--- config.mk ---
export PLATFORM = sky130hd
export DESIGN_NAME = timer_multi
export DESIGN_NICKNAME = d
export VERILOG_FILES = /design/src/rtl/timer_pkg.sv /design/src/rtl/timer_chan.sv /design/src/rtl/timer_multi.sv
export SDC_FILE = /design/constraint.sdc
export NUM_CORES = 1
export LEC_CHECK = 0
export BUFFER_PORTS_ARGS = -buffer_cell sky130_fd_sc_hd__buf_2
export CAP_MARGIN = 25
export CORE_MARGIN = 5
export CORE_UTILIZATION = 55
export DETAILED_ROUTE_END_ITERATION = 7
export PLACE_DENSITY = 0.76
export SKIP_LAST_GASP = 1
export SYNTH_ARGS = -nofsm -noshare
export SYNTH_HDL_FRONTEND = slang
export SYNTH_SLANG_ARGS = --single-unit
--- constraint.sdc ---
create_clock -name timer_clock -period 1.95 [get_ports timer_clock]
set_input_delay 0 -clock timer_clock [delete_from_list [all_inputs] [get_ports timer_clock]]
set_output_delay 0 -clock timer_clock [all_outputs]
set_load 0.05 [all_outputs]
--- src/rtl/timer_pkg.sv ---
// Shared definitions for the multi-channel down-counter timer.
package timer_pkg;

  localparam int unsigned DEF_WIDTH = 10;
  localparam int unsigned DEF_NCH   = 4;

  // Mode captured per channel on load.
  typedef enum logic {
    MODE_ONESHOT  = 1'b0,
    MODE_PERIODIC = 1'b1
  } mode_e;

endpackage

--- src/rtl/timer_chan.sv ---
// One timer channel: load/count/terminal with sticky done flag,
// one-cycle terminal pulse and one-shot/periodic reload.
module timer_chan
  import timer_pkg::*;
#(
  parameter int unsigned WIDTH = DEF_WIDTH
) (
  input  logic             clk_i,
  input  logic             rst_ni,
  input  logic             load_i,
  input  logic [WIDTH-1:0] data_i,
  input  mode_e            mode_i,
  input  logic             enable_i,
  input  logic             clear_i,
  output logic             out_o,
  output logic             pulse_o,
  output logic             busy_o
);

  logic [WIDTH-1:0] count_q, count_d;
  logic [WIDTH-1:0] reload_q, reload_d;
  mode_e            mode_q, mode_d;
  logic             busy_q, busy_d;
  logic             out_q, out_d;
  logic             pulse_q, pulse_d;

  // Next-state: load beats everything; terminal set beats clear.
  always_comb begin
    count_d  = count_q;
    reload_d = reload_q;
    mode_d   = mode_q;
    busy_d   = busy_q;
    out_d    = out_q;
    pulse_d  = 1'b0;

    if (load_i) begin
      count_d  = data_i;
      reload_d = data_i;
      mode_d   = mode_i;
      out_d    = 1'b0;
      busy_d   = 1'b1;
    end else begin
      if (clear_i) begin
        out_d = 1'b0;
      end
      // A zero load completes on the next edge irrespective of mode or
      // enable, so a periodic channel loaded with 0 never free-runs.
      if (busy_q && (count_q == '0)) begin
        out_d   = 1'b1;
        pulse_d = 1'b1;
        busy_d  = 1'b0;
      end else if (busy_q && enable_i) begin
        if (count_q == WIDTH'(1)) begin
          out_d   = 1'b1;
          pulse_d = 1'b1;
          if (mode_q == MODE_PERIODIC) begin
            count_d = reload_q;
          end else begin
            count_d = '0;
            busy_d  = 1'b0;
          end
        end else begin
          count_d = count_q - 1'b1;
        end
      end
    end
  end

  // Channel state register.
  always_ff @(posedge clk_i or negedge rst_ni) begin
    if (!rst_ni) begin
      count_q  <= '0;
      reload_q <= '0;
      mode_q   <= MODE_ONESHOT;
      busy_q   <= 1'b0;
      out_q    <= 1'b0;
      pulse_q  <= 1'b0;
    end else begin
      count_q  <= count_d;
      reload_q <= reload_d;
      mode_q   <= mode_d;
      busy_q   <= busy_d;
      out_q    <= out_d;
      pulse_q  <= pulse_d;
    end
  end

  assign out_o   = out_q;
  assign pulse_o = pulse_q;
  assign busy_o  = busy_q;

endmodule

--- src/rtl/timer_multi.sv ---
// N-channel down-counter timer: select decode, channel array, IRQ OR.
module timer_multi
  import timer_pkg::*;
#(
  parameter  int unsigned WIDTH = DEF_WIDTH,
  parameter  int unsigned NCH   = DEF_NCH,
  localparam int unsigned SELW  = (NCH > 1) ? $clog2(NCH) : 1
) (
  input  logic             timer_clock,
  input  logic             timer_rstn,
  input  logic             timer_load,
  input  logic [SELW-1:0]  timer_sel,
  input  logic [WIDTH-1:0] timer_data,
  input  logic             timer_mode,
  input  logic [NCH-1:0]   timer_enable,
  input  logic [NCH-1:0]   timer_clear,
  output logic [NCH-1:0]   timer_out,
  output logic [NCH-1:0]   timer_pulse,
  output logic [NCH-1:0]   timer_busy,
  output logic             timer_irq
);

  logic [NCH-1:0] load_ch;

  // Route the load strobe to the addressed channel; out-of-range selects hit none.
  always_comb begin
    load_ch = '0;
    for (int unsigned c = 0; c < NCH; c++) begin
      if (timer_load && (timer_sel == SELW'(c))) begin
        load_ch[c] = 1'b1;
      end
    end
  end

  for (genvar g = 0; g < NCH; g++) begin : g_chan
    timer_chan #(
      .WIDTH(WIDTH)
    ) u_chan (
      .clk_i    (timer_clock),
      .rst_ni   (timer_rstn),
      .load_i   (load_ch[g]),
      .data_i   (timer_data),
      .mode_i   (mode_e'(timer_mode)),
      .enable_i (timer_enable[g]),
      .clear_i  (timer_clear[g]),
      .out_o    (timer_out[g]),
      .pulse_o  (timer_pulse[g]),
      .busy_o   (timer_busy[g])
    );
  end

  assign timer_irq = |timer_out;

endmodule

[Yosys cells after proc, flatten, opt, wreduce, memory -nomap -nowiden]
Index checks and enable logic that the tools add are counted.
Operators by class
  add/subtract/negate cells: 4
  equal/unequal tests: 15
  mux-type cells: 80
  reduce and logical (&&, ||, !) cells: 38
Operators by type and width (count)
  two-way mux 10 bit: 20
  two-way mux 1 bit: 60
  equality test 10 x 1 -> 1 bit, second input constant: 4
  zero test 10 bit: 4
  subtractor 10 x 1 -> 10 bit, second input constant: 4
  nonzero test 3 bit: 8
  logical AND 1 bit: 12
  inequality test 3 x 2 -> 1 bit, second input constant: 4
  AND reduction 3 bit: 4
  inequality test 2 x 1 -> 1 bit, second input constant: 4
  AND reduction 2 bit: 4
  nonzero test 2 bit: 4
  equality test 2 bit, second input constant: 2
  OR reduction 4 bit: 1
  equality test 2 x 1 -> 1 bit, second input constant: 1
  zero test 2 bit: 1
Storage, ports and cells
  flip-flop bits (word level): 96
  input port bits: 24
  output and inout port bits: 13

[Longest topological paths before layout]
  depth in word-level cells: 5
  gate-level depth with buffers: 8
  depth with buffers taken out: 7

[Modules after synthesis]
Synthesis repeated with hierarchy kept, for this count alone.
Second synthesis, totals
  cells, all modules: 585
  area, all modules: 5373.9 um2
Modules (own cells, without submodules)
  timer_chan (g_chan[0].u_chan ...): times used 3, cells each 149, area each 1345.0 um2
  timer_chan (g_chan[3].u_chan): times used 1, cells each 133, area each 1300.0 um2
  timer_multi: times used 1, cells each 5, area each 38.8 um2

[Worst setup path after synthesis]
Ideal clock, no wire load.
  path type: register to register
  start: register g_chan[3].u_chan.count_q[0]
  end: register g_chan[3].u_chan.count_q[5]
  library setup time: 0.125 ns
  arrival time: 1.901 ns
  required time: 1.825 ns
  setup slack: -0.076 ns
  stages on the path, launching flop included: 9
  period minus slack after synthesis: 2.026 ns
  cells stage by stage: dfrtp_1 -> inv_1 -> ha_1 -> or4b_4 -> o41ai_4 -> or2b_1 -> buf_6 -> a211o_2 -> nand3_1
Between the ends
  cells in the longest elaborated chain, start to end: 5
  elaborated cells on any way between the ends: 10
Ends and longest elaborated chain
  start, declared: line timer_chan.sv:20  | logic [WIDTH-1:0] count_q, count_d;
  start signal, assigned: line timer_chan.sv:79  | count_q <= count_d;
  subtractor 10 x 1 -> 10 bit / equality test 10 x 1 -> 1 bit (equally long branches): line timer_chan.sv:63, timer_chan.sv:53
  two-way mux 10 bit: line timer_chan.sv:53  | if (count_q == WIDTH'(1)) begin
  two-way mux 10 bit: line timer_chan.sv:52  | end else if (busy_q && enable_i) begin
  two-way mux 10 bit: line timer_chan.sv:48  | if (busy_q && (count_q == '0)) begin
  two-way mux 10 bit: line timer_chan.sv:36  | if (load_i) begin
Several ways; a longest one is shown, not always the timed one. The select of a mux whose other input is x is not followed.
A chain may end at the register's enable or synchronous reset.

[Worst setup path in the final report]
  start: register g_chan[3].u_chan.count_q[1]
  end: register g_chan[3].u_chan.count_q[7]
Same word-level chain as after synthesis.

==> impl_metrics.toml <==
[run_status]
status = "completed"

[timing]
fin_crit_ns = 1.91
tns_ns = 0
setup_violations = 0
period_share = 0.979
relSlewSlack = 0.646
fin_ws_ns = 0.0402
hold_violations = 0
worst_pin_slew_ns = 0.526
rsz0062_at_grt = "true"
drv_slew = 0
finClkSkew_ns = 0.0132
max_freq_mhz = 524

[cells_and_area]
n_antenna_cell = 0
seq_area_um2 = 2400
multi_input_area_um2 = 2960
area_growth_pct = 20.9
postLayoutCoreUtil = 0.680
drive_gt1_frac = 0.223
fillerInstances = 776
nNetsFinal = 744

[setup_path]
cp_slowest_cell = "or4b_4"
path_cells = "inv_2 > ha_4 > or4b_4 > o41ai_4 > buf_4 > or4_4 > nand3_2 > o211ai_1"
crit_path_max_fanout = 6
path_buf_inv = 2
criticalPathCategory = "reg2reg"
cp-start-kind = "flop"
cp_top_family = "simple AND/OR/NAND/NOR gates"
cp.required_ns = 2.24
crit_path_max_incr_delay_ns = 0.49
arrival_ns = 2.20
cp-end-kind = "flop"

[synthesis]
netlist_instances = 635
synth_area_leaders = "dfrtp_1, nand2_1, o21ai_0"
postSynthAreaPerCell_um2 = 8.61
seq_area_frac_synth = 0.439
ys_async_sr_fraction = 1.00
yosys_warnings = 0
yosysTopAreaCell = "dfrtp_1"
synth_cell_types = 70
synth_ff_type = "dfrtp_1"
syn_nets = 667
synth_edf_count = 0
synth-seq-cells = 96
netlist.area_leader.share = 0.439
syn-cell-area_um2 = 5470

[power_and_ir_drop]
leakage_uw = 0.00305
p_per_area_nw_per_um2 = 1270
ir_drop_mv = 0.668

[routing]
post_drt_via_cell_ratio = 6.08
drc_errors = 0
antenna_left = 0
post_drt_wl_per_cell_um = 17.9
wl_um = 15200
vias = 5172
drtIter0Drc = 320
first_pass_iters = 5

[grt]
grt_pass1_vias = 4953
grt_max_degree = 54
grt_pass1_wl_um = 24700
grt.overflow.total = 0
grt.total_usage = 0.265
antenna_found_initial = 0

[floorplanning]
dieArea_um2 = 12000
start_util = 0.562
die_width_um = 110
io_pins = 37
die_h_um = 110
core-area_um2 = 9730
rows = 36

[clock_tree]
numCtsBuffers = 9
clk_pin_slew_ns = 0.10
tritoncts = "done"
root_buffer = "clkbuf_8"
worstSkewPairLatency_ns = 0.37
clockBufferDepth = 2
htreeDepth = 3
clock_sinks = 96

[min_path]
hold_path.class = "in2reg"

[place]
gp_congestion = 0.904
io_buffers = 36
pre_cts_slack_ns = -0.105
hpwl_um = 10200

[flow_run]
cap_viol_max_count = 0
sequential cells by signal, indices dropped and copies added (netlist names):
name,flops
g_chan.u_chan.count_q,40
g_chan.u_chan.reload_q,40
g_chan.u_chan.busy_o,4
g_chan.u_chan.mode_q,4
g_chan.u_chan.out_o,4
g_chan.u_chan.pulse_o,4
final cells by class:
type | count | area share
Timing Repair Buffer | 111 | 0.122
Clock buffer | 10 | 0.0193
Tap cell | 133 | 0.0252
Inverter | 14 | 0.00795
Clock inverter | 6 | 0.0140
Sequential cell | 96 | 0.364
Multi-Input combinational cell | 480 | 0.448
power breakdown:
part / leakage [uW] / internal (uW) / switching (uW) / total (uW)
combinational: 0.00176 / 1750 / 2000 / 3760
sequential: 0.00118 / 2510 / 656 / 3170
clock: 0.000103 / 730 / 747 / 1480
total: 0.00305 / 5000 / 3410 / 8400
cells in the final DEF, fill, tap and decap left out, types with 4 or more instances in the layout:
master / synthesis / layout
a211oi_1: 4 / 4
a21o_1: 6 / 6
a21oi_1: 28 / 28
a22oi_1: 5 / 5
a31oi_1: 21 / 20
a32oi_1: 5 / 5
and2_1: 8 / 8
and3_1: 7 / 6
and3b_1: 4 / 4
buf_2: 4 / 35
buf_4: 12 / 57
clkbuf_8: 0 / 9
dfrtp_1: 96 / 94
dlygate4sd3_1: 0 / 17
ha_1: 8 / 4
inv_1: 14 / 10
inv_2: 0 / 4
nand2_1: 163 / 163
nand2b_1: 6 / 6
nand3_1: 26 / 21
nand3_2: 0 / 5
nand3b_1: 5 / 5
nand4_1: 7 / 7
nor2_1: 26 / 26
nor3_1: 11 / 9
nor4_1: 5 / 4
o211ai_1: 11 / 11
o21ai_0: 35 / 35
o31ai_1: 6 / 6
or4_4: 1 / 4
xnor2_1: 7 / 7
xor2_1: 9 / 9
worst min-delay path, cell delays in order:
cell     delay (ns)
buf_2          0.09
a31oi_1        0.07
o21ai_0        0.13
nand2_1        0.05
kinds of logic after synthesis:
kind of cell,Yosys count,synth area share
AND/OR/NAND/NOR,302,0.272
AO/OA/AOI/OAI,150,0.185
flip-flops,96,0.439
buffers and inverters,59,0.0526
XOR/XNOR,16,0.0256
adder cells (fa/ha/maj),8,0.0183
multiplexers,4,0.00755
synthesized netlist by cell type, types with 6 or more instances:
master / number
a21oi_1: 28
nand3_1: 26
dfrtp_1: 96
o211ai_1: 11
a31oi_1: 21
xnor2_1: 7
and3_1: 7
o21ai_0: 35
a21o_1: 6
clkbuf_1: 26
nand4_1: 7
and2_1: 8
xor2_1: 9
nand2_1: 163
buf_4: 12
ha_1: 8
o31ai_1: 6
nand2b_1: 6
nor3_1: 11
nor2_1: 26
inv_1: 14
stage by stage:
stage	instances	power (uW)	area, um^2	hold WS (ns)
global route	850	8950	6610	0.112
CTS	845	8150	6470	0.00196
global placement	808	6320	5970	-0.0446
finish	850	8400	6610	0.00355
floorplan	635	5370	5470	-0.296
detailed placement	808	6430	5970	-0.0415
routing by layer:
metal  global-route usage  part of all wire  vias to the layer above  routed length [um]
li1                     -                 -                     2397                   -
met5                    0                 0                        -                   0
met2                0.412              0.47                      254                7160
met1                0.361              0.42                     2483                6340
met4               0.0953             0.026                        0                 391
met3               0.0652             0.087                       38                1330
final timing paths:
path,start,end,cells past startpoint,slack (ns)
max reg2reg,g_chan[3].u_chan.count_q[1]$_DFFE_PN0P_,g_chan[3].u_chan.count_q[7]$_DFFE_PN0P_,8,0.04
min,timer_enable[1],g_chan[1].u_chan.busy_o$_DFFE_PN0P_,4,0.004
max,g_chan[3].u_chan.count_q[1]$_DFFE_PN0P_,g_chan[3].u_chan.count_q[7]$_DFFE_PN0P_,8,0.04
max in group asynchronous,timer_rstn,g_chan[2].u_chan.count_q[6]$_DFFE_PN0P_,3,1.23
min in group asynchronous,timer_rstn,g_chan[0].u_chan.reload_q[9]$_DFFE_PN0P_,2,0.10
min reg2reg,g_chan[2].u_chan.reload_q[5]$_DFFE_PN0P_,g_chan[2].u_chan.reload_q[5]$_DFFE_PN0P_,2,0.48
repair_timing:
item	4_1_cts	5_1_grt
hold buffers	17	0
resized for setup	18	25
hold endpoints to repair	158	0
buffers inserted	4	5
gates cloned	0	0
pin swaps	10	7
endpoints found under the setup margin	24	33
No activity file was read; power rests on OpenSTA's default activity.
